<file path="config.mk">
export PLATFORM = sky130hd
export DESIGN_NAME = intersection_sched
export DESIGN_NICKNAME = d
export VERILOG_FILES = /design/src/rtl/intersection_sched_pkg.sv /design/src/rtl/intersection_sched_phase_timer.sv /design/src/rtl/intersection_sched.sv
export SDC_FILE = /design/constraint.sdc
export NUM_CORES = 1
export LEC_CHECK = 0
export CAP_MARGIN = 10
export CORE_MARGIN = 5
export CORE_UTILIZATION = 25
export DETAILED_ROUTE_END_ITERATION = 8
export GPL_TIMING_DRIVEN = 0
export RECOVER_POWER = 25
export SLEW_MARGIN = 20
export SYNTH_ARGS = -nofsm -noshare
export SYNTH_HDL_FRONTEND = slang
export SYNTH_SLANG_ARGS = --single-unit
</file>
<file path="constraint.sdc">
create_clock -name clk -period 5.3 [get_ports clk]
set_input_delay 1.59 -clock clk [delete_from_list [all_inputs] [get_ports clk]]
set_output_delay 1.59 -clock clk [all_outputs]
set_load 0.05 [all_outputs]
</file>
<file path="src/rtl/intersection_sched_pkg.sv">
// Shared phase encodings, lamp/display constants and small arithmetic helpers
// for the intersection phase scheduler.
package intersection_sched_pkg;

  typedef enum logic [2:0] {
    MAIN_G = 3'd0,
    MAIN_Y = 3'd1,
    CLR1   = 3'd2,
    SIDE_G = 3'd3,
    SIDE_Y = 3'd4,
    CLR2   = 3'd5,
    EMG    = 3'd6,
    TEST   = 3'd7
  } phase_t;

  localparam logic [2:0] RED = 3'b100;
  localparam logic [2:0] YEL = 3'b010;
  localparam logic [2:0] GRN = 3'b001;
  localparam logic [2:0] OFF = 3'b000;
  localparam logic [2:0] ALL = 3'b111;

  localparam logic [7:0] BLANK = 8'h88;

  localparam logic [1:0] CFG_G_MAIN = 2'd0;
  localparam logic [1:0] CFG_G_SIDE = 2'd1;
  localparam logic [1:0] CFG_YEL    = 2'd2;
  localparam logic [1:0] CFG_CLR    = 2'd3;

  typedef struct packed {
    logic [7:0] g_main;
    logic [7:0] g_side;
    logic [7:0] yel;
    logic [7:0] clr;
  } cfg_t;

  // Green and yellow never run for zero seconds; a zero setting means one.
  function automatic logic [7:0] min_one(input logic [7:0] d);
    return (d == 8'd0) ? 8'd1 : d;
  endfunction

  function automatic logic [9:0] widen(input logic [7:0] v);
    return {2'b00, v};
  endfunction

  function automatic logic [7:0] sat99(input logic [9:0] v);
    return (v > 10'd99) ? 8'd99 : v[7:0];
  endfunction

  // Normal rotation order; EMG/TEST never reach here.
  function automatic phase_t next_phase(input phase_t p);
    case (p)
      MAIN_G:  return MAIN_Y;
      MAIN_Y:  return CLR1;
      CLR1:    return SIDE_G;
      SIDE_G:  return SIDE_Y;
      SIDE_Y:  return CLR2;
      CLR2:    return MAIN_G;
      default: return CLR2;
    endcase
  endfunction

endpackage

</file>
<file path="src/rtl/intersection_sched_phase_timer.sv">
// Per-phase seconds counter: loaded on phase entry, counts down on each tick,
// holds at zero, and flags the tick that ends a phase.
module intersection_sched_phase_timer #(
  parameter logic [7:0] RST_VAL = 8'd30
) (
  input  logic       clk,
  input  logic       rst,
  input  logic       load,
  input  logic [7:0] dur,
  input  logic       tick,
  output logic [7:0] rem,
  output logic       expire
);

  // Load has priority over counting so a phase entry on a tick starts fresh.
  always_ff @(posedge clk) begin
    if (rst)
      rem <= RST_VAL;
    else if (load)
      rem <= dur;
    else if (tick && (rem != 8'd0))
      rem <= rem - 8'd1;
  end

  assign expire = tick && (rem == 8'd1);

endmodule

</file>
<file path="src/rtl/intersection_sched.sv">
// Two-approach intersection scheduler: phase FSM, side-demand latch,
// shadow/active timing configuration and countdown display generation.
module intersection_sched
  import intersection_sched_pkg::*;
#(
  parameter logic [7:0] DEF_G_MAIN = 8'd30,
  parameter logic [7:0] DEF_G_SIDE = 8'd20,
  parameter logic [7:0] DEF_YEL    = 8'd3,
  parameter logic [7:0] DEF_CLR    = 8'd2
) (
  input  logic       clk,
  input  logic       rst,
  input  logic       tick,
  input  logic       side_req,
  input  logic       emergency,
  input  logic       test,
  input  logic       cfg_we,
  input  logic [1:0] cfg_addr,
  input  logic [7:0] cfg_data,
  output logic [2:0] main_ryg,
  output logic [2:0] side_ryg,
  output logic [7:0] main_wait,
  output logic [7:0] side_wait,
  output logic [2:0] phase
);

  localparam cfg_t CFG_DEF = '{g_main: DEF_G_MAIN, g_side: DEF_G_SIDE,
                               yel: DEF_YEL, clr: DEF_CLR};

  phase_t     phase_q, phase_nxt, target;
  logic       flash, flash_nxt;
  logic       req_pend;
  cfg_t       shadow, active;
  logic       tmr_load, tmr_expire, advance;
  logic [7:0] tmr_dur, rem;
  logic       enter_main_g, enter_side_g;

  intersection_sched_phase_timer #(
    .RST_VAL(DEF_G_MAIN)
  ) u_timer (
    .clk    (clk),
    .rst    (rst),
    .load   (tmr_load),
    .dur    (tmr_dur),
    .tick   (tick),
    .rem    (rem),
    .expire (tmr_expire)
  );

  // Next-phase selection with emergency > test > normal priority and CLR skip.
  always_comb begin
    phase_nxt = phase_q;
    target    = MAIN_G;
    advance   = 1'b0;
    tmr_load  = 1'b0;
    tmr_dur   = '0;
    flash_nxt = 1'b0;
    if (emergency) begin
      phase_nxt = EMG;
      tmr_load  = 1'b1;
    end else if (test) begin
      phase_nxt = TEST;
      tmr_load  = 1'b1;
      flash_nxt = (phase_q == TEST) ? (flash ^ tick) : 1'b0;
    end else begin
      case (phase_q)
        EMG, TEST: begin
          advance = 1'b1;
          target  = CLR2;
        end
        MAIN_G: begin
          // Leaves on the expiry tick if demand is waiting, else rests at zero.
          advance = req_pend && (tmr_expire || (tick && (rem == 8'd0)));
          target  = MAIN_Y;
        end
        default: begin
          advance = tmr_expire;
          target  = next_phase(phase_q);
        end
      endcase
      if (advance) begin
        // A zero clearance setting passes straight through to the following phase.
        if (((target == CLR1) || (target == CLR2)) && (active.clr == 8'd0))
          target = next_phase(target);
        phase_nxt = target;
        tmr_load  = 1'b1;
        case (target)
          MAIN_G:     tmr_dur = min_one(shadow.g_main);
          MAIN_Y:     tmr_dur = min_one(active.yel);
          SIDE_G:     tmr_dur = min_one(active.g_side);
          SIDE_Y:     tmr_dur = min_one(active.yel);
          CLR1, CLR2: tmr_dur = active.clr;
          default:    tmr_dur = '0;
        endcase
      end
    end
  end

  assign enter_main_g = (phase_nxt == MAIN_G) && (phase_q != MAIN_G);
  assign enter_side_g = (phase_nxt == SIDE_G) && (phase_q != SIDE_G);

  // Phase and lamp-test flash registers.
  always_ff @(posedge clk) begin
    if (rst) begin
      phase_q <= MAIN_G;
      flash   <= 1'b0;
    end else begin
      phase_q <= phase_nxt;
      flash   <= flash_nxt;
    end
  end

  // Side demand latch; a request coincident with SIDE_G entry survives.
  always_ff @(posedge clk) begin
    if (rst)
      req_pend <= 1'b0;
    else
      req_pend <= side_req | (req_pend & ~enter_side_g);
  end

  // Shadow takes writes at once; active follows only at the start of main green.
  always_ff @(posedge clk) begin
    if (rst) begin
      shadow <= CFG_DEF;
      active <= CFG_DEF;
    end else begin
      if (cfg_we) begin
        case (cfg_addr)
          CFG_G_MAIN: shadow.g_main <= cfg_data;
          CFG_G_SIDE: shadow.g_side <= cfg_data;
          CFG_YEL:    shadow.yel    <= cfg_data;
          default:    shadow.clr    <= cfg_data;
        endcase
      end
      if (enter_main_g)
        active <= shadow;
    end
  end

  // Lamp decode from registered phase.
  always_comb begin
    main_ryg = RED;
    side_ryg = RED;
    case (phase_q)
      MAIN_G: main_ryg = GRN;
      MAIN_Y: main_ryg = YEL;
      SIDE_G: side_ryg = GRN;
      SIDE_Y: side_ryg = YEL;
      TEST: begin
        main_ryg = flash ? ALL : OFF;
        side_ryg = flash ? ALL : OFF;
      end
      default: ;
    endcase
  end

  // Countdown displays: red approach sums the phases still ahead of its green.
  always_comb begin
    main_wait = BLANK;
    side_wait = BLANK;
    case (phase_q)
      MAIN_G: begin
        main_wait = rem;
        if ((rem != 8'd0) && req_pend)
          side_wait = sat99(widen(rem) + widen(min_one(active.yel)) + widen(active.clr));
      end
      MAIN_Y: begin
        main_wait = rem;
        side_wait = sat99(widen(rem) + widen(active.clr));
      end
      CLR1: begin
        main_wait = sat99(widen(rem) + widen(min_one(active.g_side)) +
                          widen(min_one(active.yel)) + widen(active.clr));
        side_wait = rem;
      end
      SIDE_G: begin
        main_wait = sat99(widen(rem) + widen(min_one(active.yel)) + widen(active.clr));
        side_wait = rem;
      end
      SIDE_Y: begin
        main_wait = sat99(widen(rem) + widen(active.clr));
        side_wait = rem;
      end
      CLR2: begin
        // Timing after the next main green comes from the shadow set it will adopt.
        main_wait = rem;
        if (req_pend)
          side_wait = sat99(widen(rem) + widen(min_one(shadow.g_main)) +
                            widen(min_one(shadow.yel)) + widen(shadow.clr));
      end
      default: ;
    endcase
  end

  assign phase = phase_q;

endmodule

</file>
# Yosys cells after proc, flatten, opt, wreduce, memory -nomap -nowiden
# Index checks and enable logic that the tools add are counted.
[word_totals] reg_bits=69
[classes] n_mux=39 addsub=10 n_eq_ne=21 magnitude_cmp=4 n_reduce_logical=35 bitwise_logic=7
[ops] operator="two-way mux 8 bit" count=15
[ops] operator="one-hot mux 8 bit (4 select lines)" count=3
[ops] operator="logical NOT 8 bit" count=6
[ops] operator="adder 8 x 8 -> 9 bit" count=4
[ops] operator="adder 9 x 8 -> 10 bit" count=3
[ops] operator="> comparator 10 x 7 -> 1 bit (second input constant)" count=3
[ops] operator="two-way mux 3 bit" count=10
[ops] operator="== test 3 x 2 -> 1 bit (second input constant)" count=7
[ops] operator="== test 3 bit (second input constant)" count=7
[ops] operator="adder 10 x 8 -> 10 bit" count=2
[ops] operator="one-hot mux 3 bit (3 select lines)" count=2
[ops] operator="one-hot mux 3 bit (5 select lines)" count=1
[ops] operator="logical NOT 3 bit" count=4
[ops] operator="one-hot mux 3 bit (4 select lines)" count=1
[ops] operator="== test 3 x 1 -> 1 bit (second input constant)" count=3
[ops] operator="> comparator 9 x 7 -> 1 bit (second input constant)" count=1
[ops] operator="OR reduction 3 bit" count=3
[ops] operator="== test 8 x 1 -> 1 bit (second input constant)" count=1
[ops] operator="logical AND 1 bit" count=8
[ops] operator="AND reduction 2 bit" count=4
[ops] operator="nonzero test 8 bit" count=1
[ops] operator="subtractor 8 x 1 -> 8 bit (second input constant)" count=1
[ops] operator="one-hot mux 3 bit (2 select lines)" count=1
[ops] operator="OR reduction 2 bit" count=3
[ops] operator="other kinds (14)" count=22

# Logic depth before layout (Yosys ltp)
# Gate-level depths: netlist of the first run.
[logic_depth] word_depth=20 depth_mapped=16 ltp_nobuf=16

# Modules after synthesis
# A second synthesis of the first run with hierarchy kept.
[unflattened] hier_cells=825 area_unflattened_um2=6351.1
[by_module_without_submodules] mod="intersection_sched" n_inst=1 seq_area_each_um2=1221.2 area_each_um2=5815.6 cells_per_inst=761
[by_module_without_submodules] mod="intersection_sched_phase_timer" n_inst=1 seq_area_each_um2=160.2 area_each_um2=535.5 cells_per_inst=64

# Worst setup path after synthesis of the first run
# Ideal clock, no wire load.
[synth_timing] kind="reg2out" from="reg shadow[2] (netlist bit)" to="out side_wait[3]" n_path_buf=0 required_time_ns=3.710 arrival_time_ns=3.673 slack_ns=0.037 path_stages_with_launch=13 path_cell_list="dfxtp_1 -> inv_1 -> fa_1 -> fa_1 -> inv_1 -> ha_1 -> a211oi_1 -> o21bai_1 -> or4b_1 -> mux2i_1 -> o311ai_1 -> o32ai_1 -> a311o_1"
[synth_between] elab_chain_cells=5
[synth_lines] element="from (decl)" line="intersection_sched.sv:33" text="cfg_t shadow, active;"
[synth_lines] element="adder 10 x 8 -> 10 bit *" line="intersection_sched.sv:189" text="widen(min_one(shadow.yel)) + widen(shadow.clr));"
[synth_lines] element="> comparator 10 x 7 -> 1 bit" line="intersection_sched_pkg.sv:46" text="return (v > 10'd99) ? 8'd99 : v[7:0];"
[synth_lines] element="two-way mux 8 bit *" line="intersection_sched_pkg.sv:46"
[synth_lines] element="two-way mux 8 bit *" line="intersection_sched.sv:187" text="if (req_pend)"
[synth_lines] element="one-hot mux 8 bit (4 select lines) *" line="intersection_sched.sv:161" text="case (phase_q)"
[synth_lines] element="to (decl)" line="intersection_sched.sv:23" text="output logic [7:0] side_wait,"
# Mark *: on every way between the ends. The rest lies on a longest branch, timed or not.

# Worst setup path after layout of the first run
[layout_timing] from="reg shadow[11] (netlist bit)" to="out side_wait[4]"
[layout_between] elab_chain_cells=8
[layout_lines] element="logical NOT 8 bit" line="intersection_sched_pkg.sv:38" text="return (d == 8'd0) ? 8'd1 : d;"
[layout_lines] element="two-way mux 8 bit *" line="intersection_sched_pkg.sv:38"
[layout_lines] element="adder 9 x 8 -> 10 bit *" line="intersection_sched.sv:188" text="side_wait = sat99(widen(rem) + widen(min_one(shadow.g_main)) +"
[layout_lines] element="adder 10 x 8 -> 10 bit *" line="intersection_sched.sv:189"
[layout_lines] element="> comparator 10 x 7 -> 1 bit" line="intersection_sched_pkg.sv:46"
[layout_lines] element="two-way mux 8 bit *" line="intersection_sched_pkg.sv:46"
[layout_lines] element="two-way mux 8 bit *" line="intersection_sched.sv:187"
[layout_lines] element="one-hot mux 8 bit (4 select lines) *" line="intersection_sched.sv:161"
# Marks and branches as above.

==> key figures, run 1 <==
STA
  • Fin. max-slew vios: 0
  • Relative slew margins: 28.9%
  • Clock Skew: ~8.5 ps
  • Final Hold Fails: 0
  • Max Freq: between 150 and 200 MHz
  • Setup violations, final: 14
  • Final worst-path cycle share: 110%
  • RSZ-0062 raised after global routing: yes
  • Final min period: between 5000 and 6000 ps
  • Setup WS post-layout: -530 ps
  • Worst slew pin tran: ~1100 ps

Placement
  • Pre-CTS WS: -1240 ps
  • Port buffer count: 41
  • DPL Wire Length: about 16000 um
  • Placement Cell Area: about 7100 um2
  • Dpl cells: 1169
  • Routability congestion estimate: about 0.9

Critical path
  • FF-to-FF End: active[10]$_SDFFE_PP0P_
  • Worst Setup Start Kind: flop
  • R2r worst-path depth: 10
  • CP max stage cell: fa_2
  • Arr. time, crit path: 4240 ps
  • Worst R2R Setup Slack: between 2000 and 2500 ps
  • Worst Setup Path Type: reg -> out
  • Required time of the critical path: 3710 ps
  • CP startpoint: shadow[11]$_SDFFE_PP0P_
  • RR Startpoint: u_timer.rem[0]$_SDFFE_PP0P_
  • CP Capture Type: output port
  • Crit-path cells: nor4_2 > a41o_1 > fa_2 > inv_2 > fa_2 > inv_2 > ha_4 > a211oi_2 > o21bai_1 > or4b_1 > mux2i_2 > o311ai_4 > buf_4 > o211ai_1 > a31o_1 > buf_6
  • Crit path max fanout: 4
  • Crit path largest cell delay: between 500 and 600 ps

Synthesis
  • Post-synth top area cell: dfxtp_1
  • Cell Area, Synth: 6300 um2
  • Syn avg cell area: around 7.9 um2
  • Async SR Flop Fraction: 0%
  • Sequential share of the synthesized area: 21.9%
  • Ys Warns: 0
  • Seq cells post-synth: 69
  • Syn Inst Count: ~800
  • Number of synthesized flops with an enable pin: 0
  • Syn_nets: 893
  • Synth unique cells: 72
  • Area share of the largest cell type after synthesis: 21.9%
  • Synth area leaders: dfxtp_1 (22%), fa_1 (13%), ha_1 (7.2%)
  • Top FF cell, synth: dfxtp_1

Drt
  • Vias per cell: 5.22
  • Detailed-route wire length per cell: 18.1 um
  • Post-route ant nets: 0
  • 1st-iter DRT viols: about 590
  • DR vias: about 6400
  • Drc violations: 0
  • DRT Wirelength: between 20000 and 25000 um
  • Pre-antenna DRT Iters: 5

Clock tree
  • CTS tree: yes
  • CTS Sinks: ~70
  • Root Driver: clkbuf_16
  • H-tree levels: 3
  • Clock transition at path regs: ~70 ps
  • Clock Path Buffers: 2
  • Cts bufs inserted: 9
  • Skew-Pair Late Insertion Delay: roughly 350 ps

Status
  • Failing checks: negative setup slack
  • Status: finished with violations

Flow run
  • MaxCap Viol Count: 0

Die
  • Die X: roughly 170 um
  • Die area: ~28000 um2
  • I/O pins: 42
  • CORE AREA: between 20000 and 25000 um2
  • Starting Density: 25.2%
  • # rows: a little under 60
  • Die Y: ~170 um

Final layout
  • Commonest non-fill, non-tap cell in the layout: nand2_1
  • Layout Nets: around 1000
  • Syn-to-layout area delta: 27.7%
  • Share of layout cells above drive strength 1: 19.5%
  • Commonest non-fill, non-tap cells in the layout: nand2_1 (94), inv_1 (81), nor2_1 (71)
  • Post-Layout Inst Area: roughly 8000 um2
  • Ant. Diodes: 0
  • Layout Cells excl Fill: 1216
  • Layout Utilization: between 30% and 40%

Power and ir drop
  • Peak VDD IR: 0.177 mV
  • P_int: 1110 uW
  • NetSw: ~700 uW
  • Cell Pwr Density: ~230 nW/um2
  • Total chip power: 1810 uW
  • Sw frac: 38.5%
  • Flop pwr share: a little under a third
  • Power share of the combinational group: a little over a third
  • Clock Power Share: around 34%
  • Static leakage: 0.00332 uW

GRT
  • First-pass GRT wire length: between 30000 and 40000 um
  • Vias in the first global route: roughly 6000
  • Largest net degree at the start of global routing: 17
  • Global route overflow: 0
  • Initial antenna violation count: 0
  • Total GRT Usage: 15.0%

Worst hold path
  • Min-Delay Startpoint: shadow[23]$_SDFFE_PP0P_
  • Hold Path End: shadow[23]$_SDFFE_PP0P_
  • Hold Path Stages: 2
  • Hold WC Path Type: reg -> reg
[per-stage QoR]
step / hold slack, ps / TNS, ps
floorplan: 436 / 0
global placement: 447 / -13550
detailed placement: 455 / -13720
CTS: 465 / -3790
global route: 486 / -6350
finish: 461 / -4460
[routing by layer]
metal	up-vias	part of all wire, %	GRT usage (%)
li1	2987	-	-
met1	3051	46	21.8
met2	272	43	22.8
met3	43	8.4	3.15
met4	0	2.9	3.78
met5	-	0	0
[logic make-up after synthesis]
family / share of synthesized area [%]
buffers and inverters: 8.03
muxes: 3.34
AOI/OAI and AO/OA: 23.5
adders and majority gates: 20.5
DFF: 21.9
xor gates and xnor gates: 1.95
and+or+nand+nor: 20.8
[power groups by stage]
stage / sequential, uW / combinational [uW] / clock (uW)
2_1_floorplan: 566 / 368 / 0
3_3_place_gp: 571 / 527 / 0
3_5_place_dp: 571 / 530 / 0
4_1_cts: 556 / 612 / 622
5_1_grt: 557 / 688 / 646
6_report: 556 / 639 / 616
[critical path, delay by kind of cell (launching register included)]
kind	cells	cell delay [ps]
compound gates	6	1120
fa+ha+maj	3	910
buf+inv	4	470
flops	1	350
mux	1	250
simple gates	2	790
[Yosys cell counts, drive strengths merged (4+ instances only)]
cell,number
o21a,6
inv,94
dfxtp,69
a211o,5
or3,5
and3,12
xnor2,7
nor4,8
o21ai,42
nor3b,4
ha,36
fa,42
nor2b,8
o211ai,18
nand3,22
a31o,5
nor3,12
buf,10
or2,9
xor2,7
a21oi,52
mux2i,21
a311o,4
clkbuf,23
nor2,71
o311ai,6
o22ai,5
a211oi,12
a22oi,9
nand2,94
a221o,4
nand4,4
a21o,6
a31oi,9
a221oi,7
nand2b,10
[layout make-up]
type | count | area (um2)
Fill cell | 2664 | 16900
Multi-Input combinational cell | 601 | 4700
Sequential cell | 69 | 1450
Timing Repair Buffer | 72 | 668
Tap cell | 330 | 413
Inverter | 95 | 360
Clock buffer | 9 | 225
Buffer | 33 | 149
Clock inverter | 7 | 76.3
[how the worst max path moves through the flow]
stage,slack (ps),to
finish,-530,side_wait[4]
global route,-670,side_wait[4]
CTS,-490,side_wait[3]
detailed placement,-1240,main_wait[4]
global placement,-1240,side_wait[3]
floorplan,40,side_wait[3]
[state kept, by name, summed over array words and instances, names as in the netlist]
name and flops:
active 24, flash 1, phase 3, req_pend 1
shadow 32, u_timer.rem 8
[repair_timing]
item                       in CTS  in global routing
setup buffers                  28                  3
setup endpoints to repair      14                 14
hold buffers                    0                  0
pin swaps                      27                 16
resized for setup             191                 28
Note: power is estimated with default switching activity, not from simulation.
==> run 2, diff against run 1 <==
- SLEW_MARGIN: 20 -> 30
==> run 2 against run 1 <==
The flow still finishes with violations (negative setup slack). Core utilization unchanged. First-iteration DRC count increased by 18%. Sequential power about the same. Non-clock buffer count fell by 1. Clock power shrank 2%. Final cell count hardly changed. Wire length fell by 1.6%. Critical path type unchanged. Critical endpoint is now side_wait[2]. Largest cell class unchanged.
==> key figures, run 2 (synthesized netlist as in run 1, its figures left out) <==
Status
  • Status: finished with violations
  • Failing checks: negative setup slack

Critical path
  • FF-to-FF End: active[1]$_SDFFE_PP1P_
  • CP startpoint: shadow[14]$_SDFFE_PP0P_
  • RR Startpoint: u_timer.rem[0]$_SDFFE_PP0P_
  • Worst R2R Setup Slack: 2310 ps (about the same)
  • Worst Setup Start Kind: flop
  • CP Capture Type: output port
  • Arr. time, crit path: 4190 ps (-50 ps)
  • Required time of the critical path: 3710 ps (about the same)
  • Crit path max fanout: 4 (unchanged)
  • Worst Setup Path Type: reg -> out
  • R2r worst-path depth: 11 (+1)

STA
  • RSZ-0062 raised after global routing: yes
  • Clock Skew: 12.4 ps (+3.89 ps)
  • Final Hold Fails: 0 (unchanged)
  • Setup WS post-layout: -482 ps (+47.1 ps)
  • Final min period: 5780 ps (-47.1 ps)
  • Max Freq: 173 MHz (+0.81%)
  • Setup violations, final: 12 (-2)
  • Final worst-path cycle share: 109% (-0.89 points)
  • Worst slew pin tran: 723 ps (-342 ps)
  • Fin. max-slew vios: 0 (unchanged)
  • WHS: 460 ps (-0.408 ps)
  • Relative slew margins: 51.7% (+23 points)

Final layout
  • Layout Utilization: 32.2% (unchanged)
  • Ant. Diodes: 0 (unchanged)
  • Post-Layout Inst Area: 8050 um2 (unchanged)
  • Largest reg by FF count: shadow
  • Commonest non-fill, non-tap cell in the layout: nand2_1
  • Share of layout cells above drive strength 1: 19.3% (-0.20 points)
  • Biggest regs: shadow (32), active (24), u_timer.rem (8)
  • Layout Nets: 975 (-0.10%)
  • Largest register FFs: 32 (unchanged)
  • Commonest non-fill, non-tap cells in the layout: nand2_1 (94), inv_1 (80), nor2_1 (71)
  • Syn-to-layout area delta: 27.7% (unchanged)

Die
  • Die area: 28500 um2 (unchanged)
  • Die Y: 169 um (unchanged)
  • CORE AREA: 25000 um2 (unchanged)
  • I/O pins: 42 (unchanged)
  • # rows: 58 (unchanged)
  • Starting Density: 25.2% (unchanged)
  • Die X: 169 um (unchanged)

GRT
  • Vias in the first global route: 6048 (-0.85%)
  • Largest net degree at the start of global routing: 17 (unchanged)
  • Global route overflow: 0 (unchanged)
  • Total GRT Usage: 14.7% (-0.32 points)
  • First-pass GRT wire length: 33500 um (-1.6%)
  • Initial antenna violation count: 0 (unchanged)

Power and ir drop
  • NetSw: 690 uW (-1.2%)
  • Flop pwr share: 30.7% (about the same)
  • Power share of the combinational group: 35.8% (+0.5 points)
  • Clock Power Share: 33.5% (-0.5 points)
  • P_int: 1110 uW (about the same)
  • Static leakage: 0.00331 uW (about the same)
  • Sw frac: 38.3% (-0.27 points)
  • Peak VDD IR: 0.171 mV (-3.4%)
  • Cell Pwr Density: 224 nW/um2 (-0.48%)

Worst hold path
  • Min-Delay Startpoint: shadow[23]$_SDFFE_PP0P_
  • Hold WC Path Type: reg -> reg
  • Hold Path End: shadow[23]$_SDFFE_PP0P_
  • Hold Path Stages: 2 (unchanged)

Clock tree
  • Clock transition at path regs: 70 ps (about the same)
  • Clock Path Buffers: 2 (unchanged)
  • CTS Sinks: 69 (unchanged)
  • CTS tree: yes
  • Cts bufs inserted: 9 (unchanged)
  • Skew-Pair Late Insertion Delay: 340 ps (about the same)
  • Hold buffers post-CTS: 0 (unchanged)
  • H-tree levels: 3 (unchanged)
  • Root Driver: clkbuf_16

Drt
  • 1st-iter DRT viols: 701 (+18%)
  • Pre-antenna DRT Iters: 5 (unchanged)
  • DR vias: 6359 (+0.094%)
  • Vias per cell: 5.23 (+0.18%)
  • Post-route ant nets: 0 (unchanged)
  • Detailed-route wire length per cell: 17.8 um (-1.5%)
  • DRT Wirelength: 21600 um (-1.6%)
  • Drc violations: 0 (unchanged)

Placement
  • DPL Wire Length: 16300 um (-0.17%)
  • Port buffer count: 41 (unchanged)
  • Routability congestion estimate: 0.898 (unchanged)
  • Placement Cell Area: 7130 um2 (about the same)

Flow run
  • MaxCap Viol Count: 0 (unchanged)
==> run 2: power by group through the flow <==
stage          combinational (uW)  clock [uW]  sequential (uW)
5_1_grt                       695         635              555
6_report                      645         603              554
3_5_place_dp                  530           0              571
4_1_cts                       623         610              554
3_3_place_gp                  527           0              571
2_1_floorplan                 368           0              566
==> run 2: stage by stage <==
| stage | setup TNS (ps) | worst slack, ps | power [uW] | cells |
|---|---|---|---|---|
| CTS | -3720 | -468 | 1790 | 1211 |
| global route | -6690 | -628 | 1890 | 1215 |
| finish | -4640 | -482 | 1800 | 1215 |
| floorplan | 0 | 37.5 | 934 | 798 |
| detailed placement | -13790 | -1260 | 1100 | 1169 |
| global placement | -13550 | -1240 | 1100 | 1169 |
==> run 2: final cells by class <==
cell class	count	area [um2]
Sequential cell	69	1470
Buffer	33	149
Fill cell	2627	16900
Clock inverter	7	73.8
Inverter	95	360
Tap cell	330	413
Clock buffer	9	225
Multi-Input combinational cell	601	4700
Timing Repair Buffer	71	653
==> run 2: worst max path at each step <==
stage                   endpoint  slack, ps  depth (start not counted)
finish              side_wait[2]       -480                         17
global route        side_wait[3]       -630                         17
CTS                 side_wait[3]       -470                         17
detailed placement  main_wait[4]      -1260                         17
global placement    side_wait[3]      -1240                         17
floorplan           side_wait[3]         40                         12
==> run 2: worst max-delay path, cell delays in order, from the launching register on <==
cell and delay, ps:
dfxtp_4 360, nor4_4 260, a41o_1 270, fa_2 220, inv_2 40, fa_2 410, inv_2 90, ha_4 160
inv_2 40, fa_2 350, nor2b_2 130, o21ai_2 70, o21ai_2 200, mux2i_4 310, o311ai_4 180, o311ai_2 380
a31o_1 200, buf_6 180
==> run 2: what timing repair did <==
item                       in CTS  in global routing
resized for setup             205                 18
setup buffers                  26                  4
pin swaps                      31                 24
setup endpoints to repair      14                 14
==> run 2: metal layers <==
| metal | vias up | share of wire [%] | global-route usage, % |
|---|---|---|---|
| li1 | 2992 | - | - |
| met3 | 38 | 7.5 | 3.11 |
| met4 | 0 | 2.5 | 4.02 |
| met5 | - | 0 | 0 |
| met2 | 268 | 42 | 21.9 |
| met1 | 3061 | 48 | 21.6 |
==> run 3, diff against run 2 <==
- SYNTH_HIERARCHICAL: unset -> 1
- clock period: 5.3 -> 4.7 ns (I/O delays scaled with it)
==> run 3 against run 2 <==
The run still ends with negative setup slack left. Flip-flop and latch count unchanged. Clock power increased by 6.3%. Clock-buffer cell count increased by 1. Sequential power increased by 13%. Total power increased by 13%. Area after synthesis increased by 0.83%. Wire length decreased by 0.64%. Worst hold slack improved by 1.4 ps. Critical path type unchanged.
==> key figures, run 3 <==
Clock tree
  • CTS tree: yes
  • Root Driver: clkbuf_16
  • Clock Path Buffers: 2 (unchanged)
  • H-tree levels: 3 (unchanged)
  • Clock transition at path regs: 60 ps (about the same)
  • Skew-Pair Late Insertion Delay: 330 ps (about the same)
  • CTS Sinks: 69 (unchanged)
  • Hold buffers post-CTS: 0 (unchanged)
  • Cts bufs inserted: 9 (unchanged)

STA
  • Setup tns final: -10640 ps (-6000 ps)
  • Worst slew pin tran: 679 ps (-43.6 ps)
  • Fin. max-slew vios: 0 (unchanged)
  • Relative slew margins: 54.0% (+2.3 points)
  • RSZ-0062 raised after global routing: yes
  • Setup violations, final: 14 (+2)
  • Max Freq: between 150 and 200 MHz
  • Final Hold Fails: 0 (unchanged)
  • Final worst-path cycle share: 119%
  • Setup WS post-layout: -874 ps (-392 ps)
  • Final min period: around 5600 ps
  • Clock Skew: 8.68 ps (-3.71 ps)

Critical path
  • Worst Setup Path Type: reg -> out
  • CP Capture Type: output port
  • Crit path max fanout: 6 (+2)
  • Arr. time, crit path: 4160 ps (-30 ps)
  • Worst Setup Start Kind: flop
  • Required time of the critical path: 3290 ps (-420 ps)

Power and ir drop
  • Power share of the combinational group: 37.6% (+1.8 points)
  • Static leakage: 0.00319 uW (-3.7%)
  • Clock Power Share: 31.5% (-2.0 points)
  • P_int: 1280 uW (+15%)
  • Cell Pwr Density: 256 nW/um2 (+14%)
  • Sw frac: 37.2% (-1.1 points)
  • Flop pwr share: 30.8% (about the same)
  • Peak VDD IR: 0.172 mV (+0.21%)
  • Total chip power: 2030 uW (+13%)
  • NetSw: 756 uW (+9.7%)

Drt
  • 1st-iter DRT viols: 666 (-5.0%)
  • Pre-antenna DRT Iters: 5 (unchanged)
  • Post-route ant nets: 0 (unchanged)
  • Vias per cell: 5.09 (-2.7%)
  • DRT Wirelength: 21500 um (-0.64%)
  • DR vias: 6285 (-1.2%)
  • Drc violations: 0 (unchanged)
  • Detailed-route wire length per cell: 17.4 um (-2.2%)

Synthesis
  • Syn Inst Count: 825 (+3.4%)
  • Top-count cell post-synth: nand2_1
  • Post-synth top area cell: dfxtp_1
  • Sequential share of the synthesized area: 21.7% (-0.18 points)
  • Top FF cell, synth: dfxtp_1
  • Ys Warns: 6 (+6)
  • Synth unique cells: 80 (+11%)
  • Synth area leaders: dfxtp_1 (22%), fa_1 (11%), nand2_1 (7.4%)
  • Syn_nets: 912 (+2.1%)
  • Syn avg cell area: 7.70 um2 (-2.5%)
  • Area share of the largest cell type after synthesis: 21.7% (-0.18 points)
  • Seq cells post-synth: 69 (unchanged)
  • Cell Area, Synth: 6350 um2 (+0.83%)
  • Async SR Flop Fraction: 0% (unchanged)
  • Number of synthesized flops with an enable pin: 0 (unchanged)
  • Commonest cells in the netlist: nand2_1 (126), inv_1 (84), a21oi_1 (70), nor2_1 (70), dfxtp_1 (69)

Flow run
  • MaxCap Viol Count: 0 (unchanged)

Final layout
  • Biggest regs: shadow (32), active (24), u_timer/rem (8)
  • Share of layout cells above drive strength 1: 18.4% (-0.96 points)
  • Largest register FFs: 32 (unchanged)
  • Largest reg by FF count: shadow
  • Ant. Diodes: 0 (unchanged)
  • Filler Cell Count: 2750 (+4.7%)
  • FF+latch area: 1430 um2 (-2.5%)
  • Multi-input logic area: 4640 um2 (-1.3%)
  • Layout Nets: 986 (+1.1%)
  • Syn-to-layout area delta: 25.1%
  • Commonest non-fill, non-tap cells in the layout: nand2_1 (125), inv_1 (79), nor2_1 (70)
  • Commonest non-fill, non-tap cell in the layout: nand2_1

GRT
  • Initial antenna violation count: 0 (unchanged)
  • First-pass GRT wire length: 33900 um (+1.1%)
  • GR peak layer: met2
  • Met1 usage: 21.0% (-0.60 points)
  • Met3 Resource Use GR: 2.56% (-0.54 points)
  • Largest net degree at the start of global routing: 14 (-3)
  • Vias in the first global route: 6033 (-0.25%)
  • Total GRT Usage: 14.8% (+0.099 points)
  • Routing usage on met2: 23.7% (+1.9 points)
  • Global route overflow: 0 (unchanged)

Die
  • CORE AREA: 25100 um2 (+0.58%)
  • # rows: 58 (unchanged)
  • Die area: 28700 um2 (+0.78%)
  • Die Y: 169 um (+0.39%)
  • I/O pins: 42 (unchanged)
  • Die X: 169 um (+0.39%)
  • Starting Density: 25.3% (+0.063 points)

Status
  • Status: finished with violations
  • Failing checks: negative setup slack

Placement
  • Port buffer count: 41 (unchanged)
  • Routability congestion estimate: 0.933 (+3.9%)
  • DPL Wire Length: 16800 um (+2.8%)

Worst hold path
  • Hold WC Path Type: reg -> reg
[run 3: cells by family (layout without fill, tap and decap cells)]
kind of cell,Yosys count,count (layout),synth area share [%]
and+or+nand+nor,313,313,24.2
AOI/OAI and AO/OA,227,227,25.3
buffers and inverters,131,210,8.77
adders and majority gates,70,70,17.8
DFF,69,69,21.7
xor gates and xnor gates,11,11,1.52
muxes,4,4,0.630
[run 3: path summary, 6_finish.rpt]
| path | startpoint | endpoint | slack [ps] | cells past startpoint |
|---|---|---|---|---|
| setup reg to reg | u_timer/rem[2]$_SDFFE_PP1P_ | u_timer/rem[6]$_SDFFE_PP0P_ | 1990 | 12 |
| setup / recovery | shadow[28]$_SDFFE_PP1P_ | side_wait[0] | -870 | 16 |
| hold / removal | shadow[17]$_SDFFE_PP0P_ | shadow[17]$_SDFFE_PP0P_ | 460 | 2 |
| hold reg to reg | shadow[17]$_SDFFE_PP0P_ | shadow[17]$_SDFFE_PP0P_ | 460 | 2 |
[run 3: power groups by stage]
stage,Sequential (uW),Combinational (uW),Clock [uW]
2_1_floorplan,639,496,0
3_3_place_gp,647,676,0
3_5_place_dp,647,680,0
4_1_cts,626,751,652
5_1_grt,628,832,678
6_report,627,765,641
[run 3: metrics by stage]
step | area, um2 | utilization [%] | setup slack [ps] | std cells | hold WS (ps)
5_1_grt | 7950 | 31.6 | -1010 | 1234 | 489
3_3_place_gp | 7300 | 29.1 | -1360 | 1196 | 452
6_report | 7950 | 31.6 | -874 | 1234 | 462
2_1_floorplan | 6480 | - | -306 | 825 | 432
3_5_place_dp | 7300 | 29.1 | -1350 | 1196 | 454
4_1_cts | 7900 | 31.5 | -860 | 1234 | 462
[run 3: per-layer routing]
metal | up-vias | share of wire [%]
met5 | - | 0
met4 | 0 | 1.7
met3 | 30 | 6.3
met2 | 234 | 45
met1 | 2979 | 47
li1 | 3042 | -
[run 3: final cells by class]
cell class | count | share of cell area (%)
timing repair buffer | 63 | 7.75
buffer | 47 | 3.07
clock buffer | 10 | 3.01
sequential | 69 | 18.0
multi-input combinational | 625 | 58.4
clock inverter | 6 | 0.598
inverter | 84 | 3.97
tap | 330 | 5.20
[run 3: timing repair]
| action | CTS | global route |
|---|---|---|
| pin swaps | 11 | 2 |
| setup buffers | 22 | 0 |
| resized for setup | 132 | 14 |
| endpoints found under the setup margin | 14 | 14 |
[run 3: worst max-delay path, cell delays in order (launching register included)]
cell	delay, ps
dfxtp_4	340
nor4_2	240
a41o_1	280
fa_2	210
inv_1	50
fa_1	450
inv_2	80
ha_4	140
inv_2	40
fa_2	380
nor2b_4	140
o31ai_2	80
or4_4	430
a21oi_4	280
a32oi_2	170
a221o_2	360
buf_8	160
